## config.mk

```make
export PLATFORM = sky130hd
export DESIGN_NAME = demux_1to2_reg
export DESIGN_NICKNAME = d
export VERILOG_FILES = /design/src/rtl/demux_1to2_reg.sv
export SDC_FILE = /design/constraint.sdc
export NUM_CORES = 1
export LEC_CHECK = 0
export ABC_AREA = 1
export CORE_UTILIZATION = 49
export CTS_CLUSTER_SIZE = 25
export DETAILED_ROUTE_END_ITERATION = 7
export GPL_TIMING_DRIVEN = 0
export PLACE_DENSITY_LB_ADDON = 0.15
export REMOVE_ABC_BUFFERS = 1
export SYNTH_ARGS = -nofsm -noshare
export SYNTH_HDL_FRONTEND = slang
export SYNTH_SLANG_ARGS = --single-unit
export TNS_END_PERCENT = 1
```

## constraint.sdc

```tcl
create_clock -name i_clk -period 3.3 [get_ports i_clk]
set_clock_uncertainty 0.2 [all_clocks]
set_input_delay 0.495 -clock i_clk [delete_from_list [all_inputs] [get_ports i_clk]]
set_output_delay 0.495 -clock i_clk [all_outputs]
set_load 0.005 [all_outputs]
```

## src/rtl/demux_1to2_reg.sv

```systemverilog
// demux_1to2_reg: 1-to-2 valid/ready demultiplexer with one holding register
// per output port. The selected port accepts a new payload whenever its
// register is empty or is draining on the same edge, so each port sustains
// one transfer per cycle and a stalled port never blocks the other one.
// Each port also keeps an 8-bit wrapping count of delivered transfers.

module demux_1to2_reg #(
    parameter int WIDTH = 32
) (
    input  logic             i_clk,
    input  logic             i_rst_n,
    input  logic [WIDTH-1:0] i_data,
    input  logic             i_sel,
    input  logic             i_valid,
    output logic             o_ready,
    output logic [WIDTH-1:0] o_data0,
    output logic [WIDTH-1:0] o_data1,
    output logic             o_valid0,
    output logic             o_valid1,
    input  logic             i_ready0,
    input  logic             i_ready1,
    output logic [7:0]       o_cnt0,
    output logic [7:0]       o_cnt1
);

    // Holding registers and delivery counters
    logic [WIDTH-1:0] data0_r;
    logic [WIDTH-1:0] data1_r;
    logic             valid0_r;
    logic             valid1_r;
    logic [7:0]       cnt0_r;
    logic [7:0]       cnt1_r;

    // Handshake decode
    logic             ready_s;
    logic             load0_s;
    logic             load1_s;
    logic             drain0_s;
    logic             drain1_s;

    // Decode ready and the per-port load/drain strobes; ready never looks at
    // i_valid and is forced low while reset is held.
    always_comb begin
        ready_s  = 1'b0;
        load0_s  = 1'b0;
        load1_s  = 1'b0;
        drain0_s = valid0_r & i_ready0;
        drain1_s = valid1_r & i_ready1;
        if (i_rst_n == 1'b0) begin
            ready_s = 1'b0;
        end else if (i_sel == 1'b0) begin
            ready_s = (~valid0_r) | i_ready0;
        end else begin
            ready_s = (~valid1_r) | i_ready1;
        end
        if ((i_valid & ready_s) == 1'b1) begin
            load0_s = ~i_sel;
            load1_s = i_sel;
        end else begin
            load0_s = 1'b0;
            load1_s = 1'b0;
        end
    end

    // Port 0 holding register: load wins over drain, data held otherwise.
    always_ff @(posedge i_clk or negedge i_rst_n) begin
        if (!i_rst_n) begin
            data0_r  <= {WIDTH{1'b0}};
            valid0_r <= 1'b0;
        end else if (load0_s) begin
            data0_r  <= i_data;
            valid0_r <= 1'b1;
        end else if (drain0_s) begin
            valid0_r <= 1'b0;
        end
    end

    // Port 1 holding register: load wins over drain, data held otherwise.
    always_ff @(posedge i_clk or negedge i_rst_n) begin
        if (!i_rst_n) begin
            data1_r  <= {WIDTH{1'b0}};
            valid1_r <= 1'b0;
        end else if (load1_s) begin
            data1_r  <= i_data;
            valid1_r <= 1'b1;
        end else if (drain1_s) begin
            valid1_r <= 1'b0;
        end
    end

    // Delivered-transfer counters, wrapping naturally at 8 bits.
    always_ff @(posedge i_clk or negedge i_rst_n) begin
        if (!i_rst_n) begin
            cnt0_r <= 8'd0;
            cnt1_r <= 8'd0;
        end else begin
            if (drain0_s) begin
                cnt0_r <= cnt0_r + 8'd1;
            end
            if (drain1_s) begin
                cnt1_r <= cnt1_r + 8'd1;
            end
        end
    end

    assign o_ready  = ready_s;
    assign o_data0  = data0_r;
    assign o_data1  = data1_r;
    assign o_valid0 = valid0_r;
    assign o_valid1 = valid1_r;
    assign o_cnt0   = cnt0_r;
    assign o_cnt1   = cnt1_r;

endmodule

```

# Yosys cells after proc, flatten, opt, wreduce, memory -nomap -nowiden
# Index checks and enable logic that the tools add are counted.
classes:
  addsub: 2
  muxes: 8
  bitwise: 8
  reduce_logical: 2
op_table:
  columns: ["operator", "count"]
  rows:
  - ["$add 8x1->8 const B", 2]
  - ["$mux 1", 8]
  - ["$reduce_bool 2->1", 2]
  - ["$and 1x1->1", 3]
  - ["$not 1->1", 3]
  - ["$or 1x1->1", 2]
totals:
  reg_bits: 82
  in_bits: 38

# Depth between registers and ports, before layout
# Gate-level depths: netlist of the first run.
logic_depth:
  depth_word: 7
  mapped_depth: 8
  mapped_depth_nobuf: 7

# Least setup slack after synthesis of the first run
# No wires, ideal clock.
synth_timing:
  kind: "input to output"
  startpoint: "input i_ready1"
  endpoint: "output o_ready"
  arrival_ns: 1.008
  required_ns: 2.605
  slack_ns: 1.597
  cell_stages: 5
  path_buffers: 1
  path_cell_list: "inv_1 -> nand3_1 -> nand2_1 -> nor2_4 -> buf_2"
synth_between:
  elab_chain_cells: 3
synth_rtl:
  columns: ["item", "line", "rtl"]
  rows:
  - ["from (decl)", "21", "input logic i_ready1,"]
  - ["$or 1x1->1", "54", "ready_s = (~valid1_r) | i_ready1;"]
  - ["$mux 1", "51", "end else if (i_sel == 1'b0) begin"]
  - ["$mux 1", "49", "if (i_rst_n == 1'b0) begin"]
  - ["to (decl)", "15", "output logic o_ready,"]
# Every way passes these cells.

# Final worst setup path of the first run
layout_timing:
  startpoint: "input i_valid"
  endpoint: "register data1_r[22] (netlist: o_data1[22])"
layout_between:
  elab_chain_cells: 2
layout_rtl:
  columns: ["item", "line", "rtl"]
  rows:
  - ["from (decl)", "14", "input logic i_valid,"]
  - ["$and 1x1->1", "56", "if ((i_valid & ready_s) == 1'b1) begin"]
  - ["$mux 1", "56", null]
  - ["to (signal assigned)", "81", "data1_r <= {WIDTH{1'b0}};"]
  - ["to (signal assigned)", "84", "data1_r <= i_data;"]
  - ["to (decl)", "28", "logic [WIDTH-1:0] data1_r;"]
# Every way passes these cells.
# A chain may end at the register's enable or synchronous reset.

==> results.sh, run 1 <==
export IMPL_busiest_layer="met2"
export IMPL_place_inst=585
export IMPL_fin_cells=605
export IMPL_grt_pass1_wl_mm=14.1
export IMPL_cp_max_fo=35
export IMPL_cp_depth=5
export IMPL_cts_clk_slew_worst_paths_ps=80
export IMPL_clock_path_buffers=2
export IMPL_required_ps=3330
export IMPL_drc=0
export IMPL_yosysSeqAreaShare_pct=58.7
export IMPL_grt_ovfl_total=0
export IMPL_start_kind="input port"
export IMPL_rows=30
export IMPL_synth_top_area_share_pct=58.7
export IMPL_layout_drive_gt1_share_pct=5.30
export IMPL_fmax_mhz=316
export IMPL_synthDistinctLibCells=21
export IMPL_gp_congestion=0.800
export IMPL_hold_class="input port to asynchronous set/reset pin"
export IMPL_powerDensity_nw_per_um2=569
export IMPL_ir_worst_vdd_mv=0.359
export IMPL_core_area_sq_um=6830
export IMPL_rr_worst_depth=6
export IMPL_cp_end_kind="flip-flop"
export IMPL_routed_wl_mm=8.78
export IMPL_die_h_um=86.4
export IMPL_netlist_instances=386
export IMPL_drv_slew=0
export IMPL_antenna_found_initial=0
export IMPL_grt_pass1_vias=2975
export IMPL_avgViaCountPerCell=4.93
export IMPL_worstPathArrival_ps=3190
export IMPL_synth_area_sq_um=3490
export IMPL_crit_family="buffers and inverters"
export IMPL_path_buf_inv=2
export IMPL_die_area_sq_um=7470
export IMPL_p_leak_uw=0.00250
export IMPL_die_w_um=86.4
export IMPL_drv_cap=0
export IMPL_rsz0062_at_grt="false"
export IMPL_start_util_pct=51.1
export IMPL_relSlewSlack_pct=2.66
export IMPL_wire_per_inst_um=14.5
export IMPL_synth_warning_count=0
export IMPL_final_antenna_net_count=0
export IMPL_final_util_pct=73.3
export IMPL_cts_tree="yes"
export IMPL_clk_latency_ps=340
export IMPL_num_vias=2982
export IMPL_firstDrtPassIters=4
export IMPL_finalCritPeriodShare_pct=95.8
export IMPL_antenna_cells=0
export IMPL_setup_viol=0
export IMPL_max_stage_delay_ps=1140
export IMPL_root_buffer="clkbuf_8"
export IMPL_worst_pin_slew_ps=1460
export IMPL_crit_type="input port to flip-flop"
export IMPL_area_delta_synth_final_pct=43.3
export IMPL_hold_viol_final=0
export IMPL_cts_max_level=3
export IMPL_synth_area_leaders="dfrtp_1 59%, nand2_1 14%, nand4_1 7.0%"
export IMPL_synth_area_leader_cell="dfrtp_1"
export IMPL_dp_hpwl_mm=5.55
export IMPL_post_cts_buffers=0
export IMPL_drt_iter0_markers=153
export IMPL_avgSynthCellArea_sq_um=9.05
export IMPL_min_period_ps=3160
export IMPL_use_met1_pct=30.8
export IMPL_io_pins=121
export IMPL_portBuffers=120
export IMPL_grt_max_degree=52
export IMPL_cts_buffers=9
export IMPL_grt_usage_pct=24.9
export IMPL_nets=546
export IMPL_use_met3_pct=8.48
export IMPL_clock_sinks=82
export IMPL_path_cells="clkdlybuf4s15_1 -> nand4_1 -> buf_8 -> nand2_1 -> o21ai_1"
export IMPL_ys_ff_latch=82
export IMPL_outcome="complete, no violations"
export IMPL_cpMaxStageDelayCell="clkdlybuf4s15_1"
export IMPL_use_met2_pct=40.5
## per-stage QoR
step                setup TNS [ps]  power, uW  setup WS [ps]  hold slack (ps)  instance area, sq um
global placement           -363790       2100          -4540              252                  4670
CTS                              0       2870            185             65.3                  5000
finish                           0       2850            140             61.1                  5000
detailed placement          -16180       2140           -571              258                  4720
global route                     0       3010           36.8             76.2                  5000
floorplan                        0       1590            593           -0.591                  3350
## layout by cell type (no fill, tap or decap), types with 4 or more instances in the layout
master,count
nand2_1,134
clkdlybuf4s50_1,118
dfrtp_1,82
inv_1,51
nand4_1,40
o21ai_1,32
clkbuf_8,11
nor2_1,7
nand3_1,5
xnor2_1,4
## worst paths after layout
| check | startpoint | endpoint | slack (ps) |
|---|---|---|---|
| max | i_valid | o_data1[22] | 140 |
| min | i_rst_n | o_cnt1[4] | 60 |
| max reg2reg | o_valid1 | o_data0[29] | 1090 |
| min reg2reg | o_data0[20] | o_data0[20] | 270 |
| max in group asynchronous | i_rst_n | o_cnt0[7] | 2120 |
| min in group i_clk | o_data0[20] | o_data0[20] | 270 |
## flip-flops by register name, summed over array words and instances (netlist names)
signal	cells
o_data1	32
o_valid0	1
o_cnt0	8
o_data0	32
o_cnt1	8
o_valid1	1
## timing repair
item / 4_1_cts / 5_1_grt
cloned: 2 / 0
endpoints found under the setup margin: 33 / 1
hold endpoints to repair: 31 / 0
resized for setup: 1 / 1
pin swaps: 2 / 0
hold buffers: 4 / 0
## synthesized netlist by cell type (all sizes together)
library cell  number
nor3               1
ha                 2
nand4             39
dfrtp             82
inv               53
clkbuf             4
nor2               8
o21bai             1
xnor2              4
xor2               3
nand2            134
o21ai             33
nand3              6
buf               16
## final cells by class
class                           instances  area (sq um)
Timing Repair Buffer                  127          1330
Tap cell                               96           120
Clock buffer                           11           151
Sequential cell                        82          2050
Fill cell                             543          1830
Multi-Input combinational cell        233          1110
Clock inverter                          3          40.0
Inverter                               53           199
## kinds of logic (layout without fill, tap and decap cells)
logic type / after synthesis / count (layout) / share of synthesized area, %
and+or+nand+nor: 188 / 190 / 24.0
DFF: 82 / 82 / 58.7
AOI/OAI and AO/OA: 34 / 34 / 4.94
buffers and inverters: 73 / 194 / 9.89
xor gates and xnor gates: 7 / 7 / 1.76
adders and majority gates: 2 / 2 / 0.716
## worst min-delay path: cells and delay by family
family,cells,cell delay [ps]
buffers and inverters,3,480
## routing by layer
layer	vias to the layer above	wire, um
li1	1464	-
met1	1408	3720
met2	96	4240
met3	14	665
met4	0	147
met5	-	0
## report_power, final
group / switching (uW) / internal (uW)
clock network: 334 / 380
registers: 138 / 1200
logic: 315 / 482
No activity file was read; power rests on OpenSTA's default activity.
==> run 2: changes to the inputs <==
--- a/config.mk
+++ b/config.mk
@@ -6,11 +6,12 @@
 export NUM_CORES = 1
 export LEC_CHECK = 0
 export ABC_AREA = 1
-export CORE_UTILIZATION = 49
+export CORE_UTILIZATION = 45
 export CTS_CLUSTER_SIZE = 25
 export DETAILED_ROUTE_END_ITERATION = 7
 export GPL_TIMING_DRIVEN = 0
 export PLACE_DENSITY_LB_ADDON = 0.15
+export RECOVER_POWER = 25
 export REMOVE_ABC_BUFFERS = 1
 export SYNTH_ARGS = -nofsm -noshare
 export SYNTH_HDL_FRONTEND = slang
==> constraint.sdc (replaced) <==
create_clock -name i_clk -period 3.2 [get_ports i_clk]
set_clock_uncertainty 0.2 [all_clocks]
set_input_delay 0.48 -clock i_clk [delete_from_list [all_inputs] [get_ports i_clk]]
set_output_delay 0.48 -clock i_clk [all_outputs]
set_load 0.005 [all_outputs]
==> results.sh, run 2 (same netlist as run 1, synthesis figures left out) <==
export IMPL_outcome="finished, violations left"
export IMPL_violations="capacitance limit, slew limit"
export IMPL_rows=31
export IMPL_p_int_uw=2170
export IMPL_worst_pin_slew_ps=1740
export IMPL_ir_worst_vdd_mv=0.253
export IMPL_num_vias=2933
export IMPL_cp_end_kind="output port"
export IMPL_p_sw_uw=812
export IMPL_fin_ws_ps=192
export IMPL_seq_power_share_pct=46.1
export IMPL_die_w_um=90.1
export IMPL_area_delta_synth_final_pct=42.0
export IMPL_routed_wl_mm=8.42
export IMPL_powerDensity_nw_per_um2=602
export IMPL_io_pins=121
export IMPL_power_share_switching_pct=27.2
export IMPL_start_kind="input port"
export IMPL_portBuffers=120
export IMPL_root_buffer="clkbuf_8"
export IMPL_antenna_found_initial=0
export IMPL_place_inst=589
export IMPL_drt_iter0_markers=108
export IMPL_core_area_sq_um=7370
export IMPL_placed_cell_area_sq_um=4740
export IMPL_grt_ovfl_total=0
export IMPL_cts_buffers=9
export IMPL_cts_clk_slew_worst_paths_ps=80
export IMPL_grt_pass1_vias=2928
export IMPL_crit_type="input port to output port"
export IMPL_start_util_pct=47.4
export IMPL_hold_class="flip-flop to flip-flop"
export IMPL_nets=544
export IMPL_drv_cap=1
export IMPL_layout_drive_gt1_share_pct=4.91
export IMPL_p_leak_uw=0.00249
export IMPL_grt_max_degree=44
export IMPL_layout_common_cells="134 x nand2_1, 118 x clkdlybuf4s50_1, 82 x dfrtp_1"
export IMPL_die_area_sq_um=8120
export IMPL_path_cells="clkdlybuf4s50_1 -> inv_1 -> nand3_1 -> nand2_1 -> nor2_4 -> clkdlybuf4s50_1"
export IMPL_required_ps=2520
export IMPL_p_clk_share_pct=26.9
export IMPL_max_stage_delay_ps=610
export IMPL_fill_cells=637
export IMPL_relSlewSlack_pct=-15.9
export IMPL_clock_path_buffers=2
export IMPL_fin_area_sq_um=4960
export IMPL_hold_viol_final=0
export IMPL_clk_latency_ps=340
export IMPL_cp_max_fo=17
export IMPL_clock_sinks=82
export IMPL_drc=0
export IMPL_grt_usage_pct=21.8
export IMPL_worstPathArrival_ps=2330
export IMPL_dp_hpwl_mm=5.36
export IMPL_total_power_uw=2980
export IMPL_gp_congestion=0.771
export IMPL_fmax_mhz=332
export IMPL_drv_slew=40
export IMPL_finalCritPeriodShare_pct=94.0
export IMPL_tns_ps=0
export IMPL_final_antenna_net_count=0
export IMPL_dp_slack_ps=-724
export IMPL_cpMaxStageDelayCell="clkdlybuf4s50_1"
export IMPL_grt_pass1_wl_mm=14.1
export IMPL_die_h_um=90.1
export IMPL_power_share_combinational_pct=27.0
export IMPL_setup_viol=0
export IMPL_firstDrtPassIters=4
export IMPL_wire_per_inst_um=13.9
export IMPL_cts_max_level=3
export IMPL_fin_cells=608
export IMPL_cp_common_cell="clkdlybuf4s50_1"
export IMPL_layout_commonest_cell="nand2_1"
export IMPL_antenna_cells=0
export IMPL_avgViaCountPerCell=4.82
export IMPL_cts_tree="yes"
export IMPL_rsz0062_at_grt="false"
export IMPL_min_period_ps=3010
==> run 2: changes by cell type in the layout (fill, tap and decap cells not counted), moves of 2 or more <==
cell	before	now
buf_12	2	0
buf_16	2	0
clkbuf_1	0	2
clkbuf_8	11	13
clkinv_2	2	0
==> run 2: through the flow <==
| step | hold slack, ps | util (%) |
|---|---|---|
| after floorplan | -15.6 | - |
| after global placement | 252 | 63.4 |
| after detailed placement | 257 | 64.3 |
| after CTS | 276 | 67.7 |
| after global routing | 297 | 67.3 |
| final | 272 | 67.3 |
==> run 2: layout make-up <==
type	instances	area [sq um]	area share (%)
Clock buffer	15	186	3.76
Clock inverter	1	30.0	0.605
Inverter	53	199	4.01
Multi-Input combinational cell	232	1100	22.2
Sequential cell	82	2050	41.4
Tap cell	99	124	2.50
Timing Repair Buffer	126	1270	25.6
==> run 2: worst max-delay path: cells and delay by family <==
kind	cells	cell delay, ps
AND/OR/NAND/NOR	3	670
buffers and inverters	3	1160
==> run 2: path summary, 6_finish.rpt <==
kind / from / to / slack, ps / depth (start not counted)
worst max-delay path: i_ready1 / o_ready / 190 / 6
worst min-delay path: o_data0[24] / o_data0[24] / 270 / 2
worst max register to register: o_valid1 / o_data0[0] / 1000 / 6
worst min register to register: o_data0[24] / o_data0[24] / 270 / 2
max in group asynchronous: i_rst_n / o_data1[12] / 600 / 3
min in group asynchronous: i_rst_n / o_cnt1[6] / 820 / 3
==> run 2: routing by layer <==
layer	share of wire [%]	vias to the layer above	global-route usage, %
met1	44	1366	27.9
met4	1.5	0	8.06
met5	0	-	0
met2	46	98	35.0
li1	-	1459	-
met3	8.0	10	6.77
==> run 2: what timing repair did <==
item                       in CTS  in global routing
pin swaps                       0                  1
hold buffers                    2                  0
buffers inserted                0                  0
setup endpoints to repair      26                  1
gates cloned                    0                  1
hold endpoints to repair       39                  0
resized for setup               3                  0
==> run 2: power by group through the flow <==
stage	Combinational, uW	Sequential, uW	Clock, uW
after CTS	821	1380	818
after global routing	890	1410	862
after detailed placement	814	1390	0
after floorplan	236	1400	0
after global placement	792	1380	0
final	805	1380	804
